===== config.mk =====
export PLATFORM = sky130hd
export DESIGN_NAME = phase_sched_flat
export DESIGN_NICKNAME = d
export VERILOG_FILES = /design/src/rtl/phase_sched_if.sv /design/src/rtl/phase_sched.sv /design/src/flat_wrapper.sv
export SDC_FILE = /design/constraint.sdc
export NUM_CORES = 1
export LEC_CHECK = 0
export ABC_AREA = 1
export CAP_MARGIN = 20
export CORE_ASPECT_RATIO = 1.1
export CORE_UTILIZATION = 45
export CTS_BUF_LIST = sky130_fd_sc_hd__clkbuf_16
export DETAILED_ROUTE_END_ITERATION = 16
export GPL_TIMING_DRIVEN = 0
export PLACE_DENSITY = 0.78
export REMOVE_ABC_BUFFERS = 1
export SLEW_MARGIN = 0
export SYNTH_ARGS = -nofsm -noshare
export SYNTH_HDL_FRONTEND = slang
export SYNTH_SLANG_ARGS = --single-unit

===== constraint.sdc =====
create_clock -name clk_i -period 2.3 [get_ports clk_i]
set_input_delay 0.46 -clock clk_i [delete_from_list [all_inputs] [get_ports clk_i]]
set_output_delay 0.46 -clock clk_i [all_outputs]
set_load 0.05 [all_outputs]

===== src/rtl/phase_sched_if.sv =====
// Phase scheduler bus: stall request/acknowledge, single-step and the phase enables.
// The master drives requests and step; the slave (phase_sched) drives everything else.
interface phase_sched_if #(
    parameter int NREQ = 4
);
    logic [NREQ-1:0] stall_req_i;
    logic            step_i;
    logic [NREQ-1:0] stall_ack_o;
    logic            halted_o;
    logic            phi1_o;
    logic            phi2_o;
    logic [15:0]     cyc_cnt_o;

    modport master (
        output stall_req_i, step_i,
        input  stall_ack_o, halted_o, phi1_o, phi2_o, cyc_cnt_o
    );

    modport slave (
        input  stall_req_i, step_i,
        output stall_ack_o, halted_o, phi1_o, phi2_o, cyc_cnt_o
    );
endinterface


===== src/rtl/phase_sched.sv =====
// Two-phase clock-enable scheduler with stall drain/halt and a phase-cycle counter.
// Define PHASE_SCHED_STEP_EN to compile in single-stepping out of HALT.
module phase_sched #(
    parameter int NREQ = 4
) (
    input  logic         clk_i,
    input  logic         clear_i,
    phase_sched_if.slave bus
);

`ifdef PHASE_SCHED_STEP_EN
    typedef enum logic [1:0] {RUN = 2'd0, DRAIN = 2'd1, HALT = 2'd2, STEP = 2'd3} state_t;
`else
    typedef enum logic [1:0] {RUN = 2'd0, DRAIN = 2'd1, HALT = 2'd2} state_t;
`endif

    state_t      state_q;
    state_t      state_d;
    logic [1:0]  cnt_q;
    logic [1:0]  cnt_d;
    logic [15:0] cyc_cnt_q;
    logic        any_req;
    logic        phi1;
    logic        phi2;

    assign any_req = |bus.stall_req_i;

    // Phase enables decode only registered state, so they are glitch-free and disjoint.
    assign phi1 = (cnt_q == 2'd1) && (state_q != HALT);
    assign phi2 = (cnt_q == 2'd3) && (state_q != HALT);

    always_ff @(posedge clk_i or negedge clear_i) begin
        if (!clear_i) begin
            state_q <= RUN;
            cnt_q   <= 2'd0;
        end else begin
            state_q <= state_d;
            cnt_q   <= cnt_d;
        end
    end

    always_comb begin
        state_d = state_q;
        cnt_d   = cnt_q;
        case (state_q)
            RUN: begin
                cnt_d = cnt_q + 2'd1;
                if (any_req) begin
                    if (cnt_q == 2'd3) begin
                        state_d = HALT;
                        cnt_d   = 2'd0;
                    end else begin
                        state_d = DRAIN;
                    end
                end
            end
            // A begun phase cycle always runs to its phi2, even if the request drops.
            DRAIN: begin
                cnt_d = cnt_q + 2'd1;
                if (cnt_q == 2'd3) begin
                    state_d = HALT;
                    cnt_d   = 2'd0;
                end
            end
            HALT: begin
                cnt_d = 2'd0;
                if (!any_req) begin
                    state_d = RUN;
                end
`ifdef PHASE_SCHED_STEP_EN
                else if (bus.step_i) begin
                    state_d = STEP;
                end
`endif
            end
`ifdef PHASE_SCHED_STEP_EN
            STEP: begin
                cnt_d = cnt_q + 2'd1;
                if (cnt_q == 2'd3) begin
                    state_d = any_req ? HALT : RUN;
                    cnt_d   = 2'd0;
                end
            end
`endif
            default: begin
                state_d = RUN;
                cnt_d   = 2'd0;
            end
        endcase
    end

    always_ff @(posedge clk_i or negedge clear_i) begin
        if (!clear_i) begin
            cyc_cnt_q <= 16'd0;
        end else if (phi2) begin
            cyc_cnt_q <= cyc_cnt_q + 16'd1;
        end
    end

`ifndef PHASE_SCHED_STEP_EN
    logic unused_step;
    assign unused_step = bus.step_i;
`endif

    assign bus.stall_ack_o = bus.stall_req_i & {NREQ{state_q == HALT}};
    assign bus.halted_o    = (state_q == HALT);
    assign bus.phi1_o      = phi1;
    assign bus.phi2_o      = phi2;
    assign bus.cyc_cnt_o   = cyc_cnt_q;

endmodule


===== src/flat_wrapper.sv =====
// flat-port wrapper written by rule: the top's interface ports become plain ports
module phase_sched_flat 
#(
    parameter int NREQ = 4
)
  (clk_i, clear_i, bus_stall_req_i, bus_step_i, bus_stall_ack_o, bus_halted_o, bus_phi1_o, bus_phi2_o, bus_cyc_cnt_o);
  phase_sched_if #(.NREQ(NREQ)) bus_i ();
  input  logic clk_i;
  input  logic clear_i;
  input wire logic [$bits(bus_i.stall_req_i)-1:0] bus_stall_req_i;
  input wire logic [$bits(bus_i.step_i)-1:0] bus_step_i;
  output wire logic [$bits(bus_i.stall_ack_o)-1:0] bus_stall_ack_o;
  output wire logic [$bits(bus_i.halted_o)-1:0] bus_halted_o;
  output wire logic [$bits(bus_i.phi1_o)-1:0] bus_phi1_o;
  output wire logic [$bits(bus_i.phi2_o)-1:0] bus_phi2_o;
  output wire logic [$bits(bus_i.cyc_cnt_o)-1:0] bus_cyc_cnt_o;
  assign bus_i.stall_req_i = bus_stall_req_i;
  assign bus_i.step_i = bus_step_i;
  assign bus_stall_ack_o = bus_i.stall_ack_o;
  assign bus_halted_o = bus_i.halted_o;
  assign bus_phi1_o = bus_i.phi1_o;
  assign bus_phi2_o = bus_i.phi2_o;
  assign bus_cyc_cnt_o = bus_i.cyc_cnt_o;
  phase_sched #(.NREQ(NREQ)) u_core (.clk_i(clk_i), .clear_i(clear_i), .bus(bus_i));
endmodule

==> qor.yml <==
global_route:
  grt_antenna_before_repair: 0
  gr-usage-all-layers_pct: 18.22
  grt_overflow: 0
  grt_pass1_wl_mm: 3.546
  grt_pass1_vias: 854
  grt_max_degree: 21
run:
  max_cap_violations: 0
run_status:
  status: "finished clean"
setup_path:
  rr_startpoint: "u_core.cnt_q[0]"
  cp_max_fo: 2
  worstPathRequired_ps: 1840
  end_kind: "primary output"
  crit_type: "flip-flop to primary output"
  reg2regPathDepth: 5
  rr_endpoint: "u_core.bus.cyc_cnt_o[10]"
  r2r_slack_ps: 980
  endpoint: "bus_phi1_o"
  crit_top_cell: "inv_1"
  startpoint: "u_core.cnt_q[1]"
  path_cells: "inv_1 > ha_1 > inv_1 > nor2_1 > clkdlybuf4s50_1"
  slowest_delay_ps: 800
  cpMaxStageDelayCell: "clkdlybuf4s50_1"
  startpoint_type: "flip-flop"
  crit_arrival_ps: 1730
floorplan:
  die_x_um: 49.49
  start_util_pct: 48.58
  core_area_sq_um: 2297
  design.portCount: 30
  dieArea_sq_um: 2684
  die_y_um: 54.23
  row_count: 18
clocking:
  cts_sinks: 20
  h-tree-depth: 1
  cts_tree: "yes"
  worstSkewPairLatency_ps: 250
  cts_buffers: 3
  post_cts_buffers: 0
  cts-resized-gates: 5
  root_buffer: "clkbuf_16"
  cts_buffer_depth: 2
  path_clk_slew_ps: 50
  hold_buffers: 0
power_and_ir_drop:
  power_density_nw_per_um2: 997.6
  p_leak_nw: 0.7552
  ir_drop_uv: 826.0
  power_w: 0.001499
sta:
  tightest_slew_ps: 885.3
  timing.final.crit_share_pct: 95.35
  tns_ps: 0
  setup_viol: 0
  period_needed_ps: 2193
  clock.fmax_mhz: 456.0
  fin_skew_ps: 1.902
  hold_viol: 0
  max_slew_margin_pct: 40.79
  drv_slew: 0
  rsz0062_at_grt: "false"
place:
  place_congestion: 0.8319
  portBuffers: 28
  placedCellCount: 195
  hpwlAfterDp_mm: 1.739
yosys:
  yosysWarnings: 0
  synth_area_per_cell_sq_um: 8.146
  ys_seq_area_share_pct: 44.84
  yosysUniqueCellTypes: 21
  syn_inst: 137
  yosys-top-cells-area: "dfrtp_1 (45%), nand2_1 (10%), inv_1 (8.1%)"
  synth_top_area_share_pct: 44.84
  syn_area_sq_um: 1116
  ys_ff_latch: 20
  yosysTopAreaCell: "dfrtp_1"
drt:
  drt-initial-drc-count: 5
  drtAntennaViolNets: 0
  wl_met1_um: 989
  avgViaCountPerCell: 4.722
  dr_wl_met3_um: 58
  highest_layer: "met4"
  drc: 0
  num_vias: 935
  first_pass_iters: 4
  routedWlPerCell_um: 11.25
  wl_met2_mm: 1.127
  routed_wl_mm: 2.228
layout:
  area_delta_synth_final_pct: 34.64
  drive_gt1_share_pct: 10.71
  fin_cells: 198
  final_nets: 180
  n_fill_cell: 208
  num_antenna_cells: 0
  multiInputGateArea_sq_um: 515.5
  final_common_cell: "nand2_1"
  seq_area_sq_um: 500.5
  final_cell_mix: "nand2_1 (31), inv_1 (24), clkdlybuf4s50_1 (23), dfrtp_1 (20), nor2_1 (17)"
hold_path:
  min_from: "u_core.bus.cyc_cnt_o[15]"
  hold_path.class: "flip-flop to flip-flop"
  min_path_cells: 2
cell usage after synthesis:
library cell / n
nand2_1: 31
inv_1: 24
dfrtp_1: 20
nor2_1: 17
nand3_1: 9
xor2_1: 9
ha_1: 3
nand2_2: 3
nor2_4: 3
nand2_4: 2
nand3_2: 2
nand3b_1: 2
nand4_1: 2
nor2_2: 2
xnor2_1: 2
a21oi_1: 1
inv_2: 1
inv_4: 1
nor3_1: 1
o21ai_0: 1
or2_2: 1
critical path: cells and delay by family (launching register included):
kind,cells,cell delay (ps)
buffers and inverters,3,900
adders and majority gates,1,130
DFF,1,370
and+or+nand+nor,1,90
power breakdown:
group | leakage, nW | switching, W | total [W] | internal [W]
Combinational | 0.453 | 0.000433 | 0.000639 | 0.000206
Sequential | 0.265 | 0.0000861 | 0.000513 | 0.000427
Clock | 0.0370 | 0.000118 | 0.000347 | 0.000229
metal layers:
| layer | vias to the layer above | global-route usage (%) |
|---|---|---|
| met3 | 5 | 2.500 |
| met1 | 434 | 21.79 |
| met4 | 0 | 11.43 |
| met5 | - | 0 |
| met2 | 16 | 31.74 |
| li1 | 480 | - |
logic make-up after synthesis:
| logic type | after synthesis | share of synthesized area, % |
|---|---|---|
| AOI/OAI and AO/OA | 2 | 0.8960 |
| xor gates and xnor gates | 11 | 8.633 |
| adders and majority gates | 3 | 3.364 |
| buffers and inverters | 26 | 8.969 |
| DFF | 20 | 44.84 |
| and+or+nand+nor | 75 | 33.29 |
how the worst min path moves through the flow:
stage,slack [ps],endpoint
2_1_floorplan,160,u_core.bus.cyc_cnt_o[0]
5_1_grt,560,u_core.bus.cyc_cnt_o[6]
3_5_place_dp,500,u_core.bus.cyc_cnt_o[15]
4_1_cts,520,u_core.bus.cyc_cnt_o[15]
3_3_place_gp,470,u_core.bus.cyc_cnt_o[15]
6_report,520,u_core.bus.cyc_cnt_o[15]
stage by stage:
step / worst slack, ps / util, % / instance area [sq um] / hold slack (ps)
4_1_cts: 91.30 / 65.41 / 1503 / 518.0
6_report: 106.9 / 65.41 / 1503 / 522.4
5_1_grt: 31.36 / 65.41 / 1503 / 556.1
3_3_place_gp: -28.05 / 62.42 / 1434 / 469.7
3_5_place_dp: -60.71 / 62.42 / 1434 / 499.5
2_1_floorplan: 242.6 / - / 1116 / 164.4
cell type report:
class / count / share of cell area (%)
flip-flops and latches: 20 / 33.31
well taps: 30 / 2.498
multi-input cells: 91 / 34.30
repair buffers: 28 / 18.23
inverters: 26 / 6.661
clock buffers: 3 / 4.996
state kept, by name (all words and copies together), names as in the netlist:
register              cells
u_core.bus.cyc_cnt_o     16
u_core.cnt_q              2
u_core.state_q            2
Note: power is estimated with default switching activity, not from simulation.
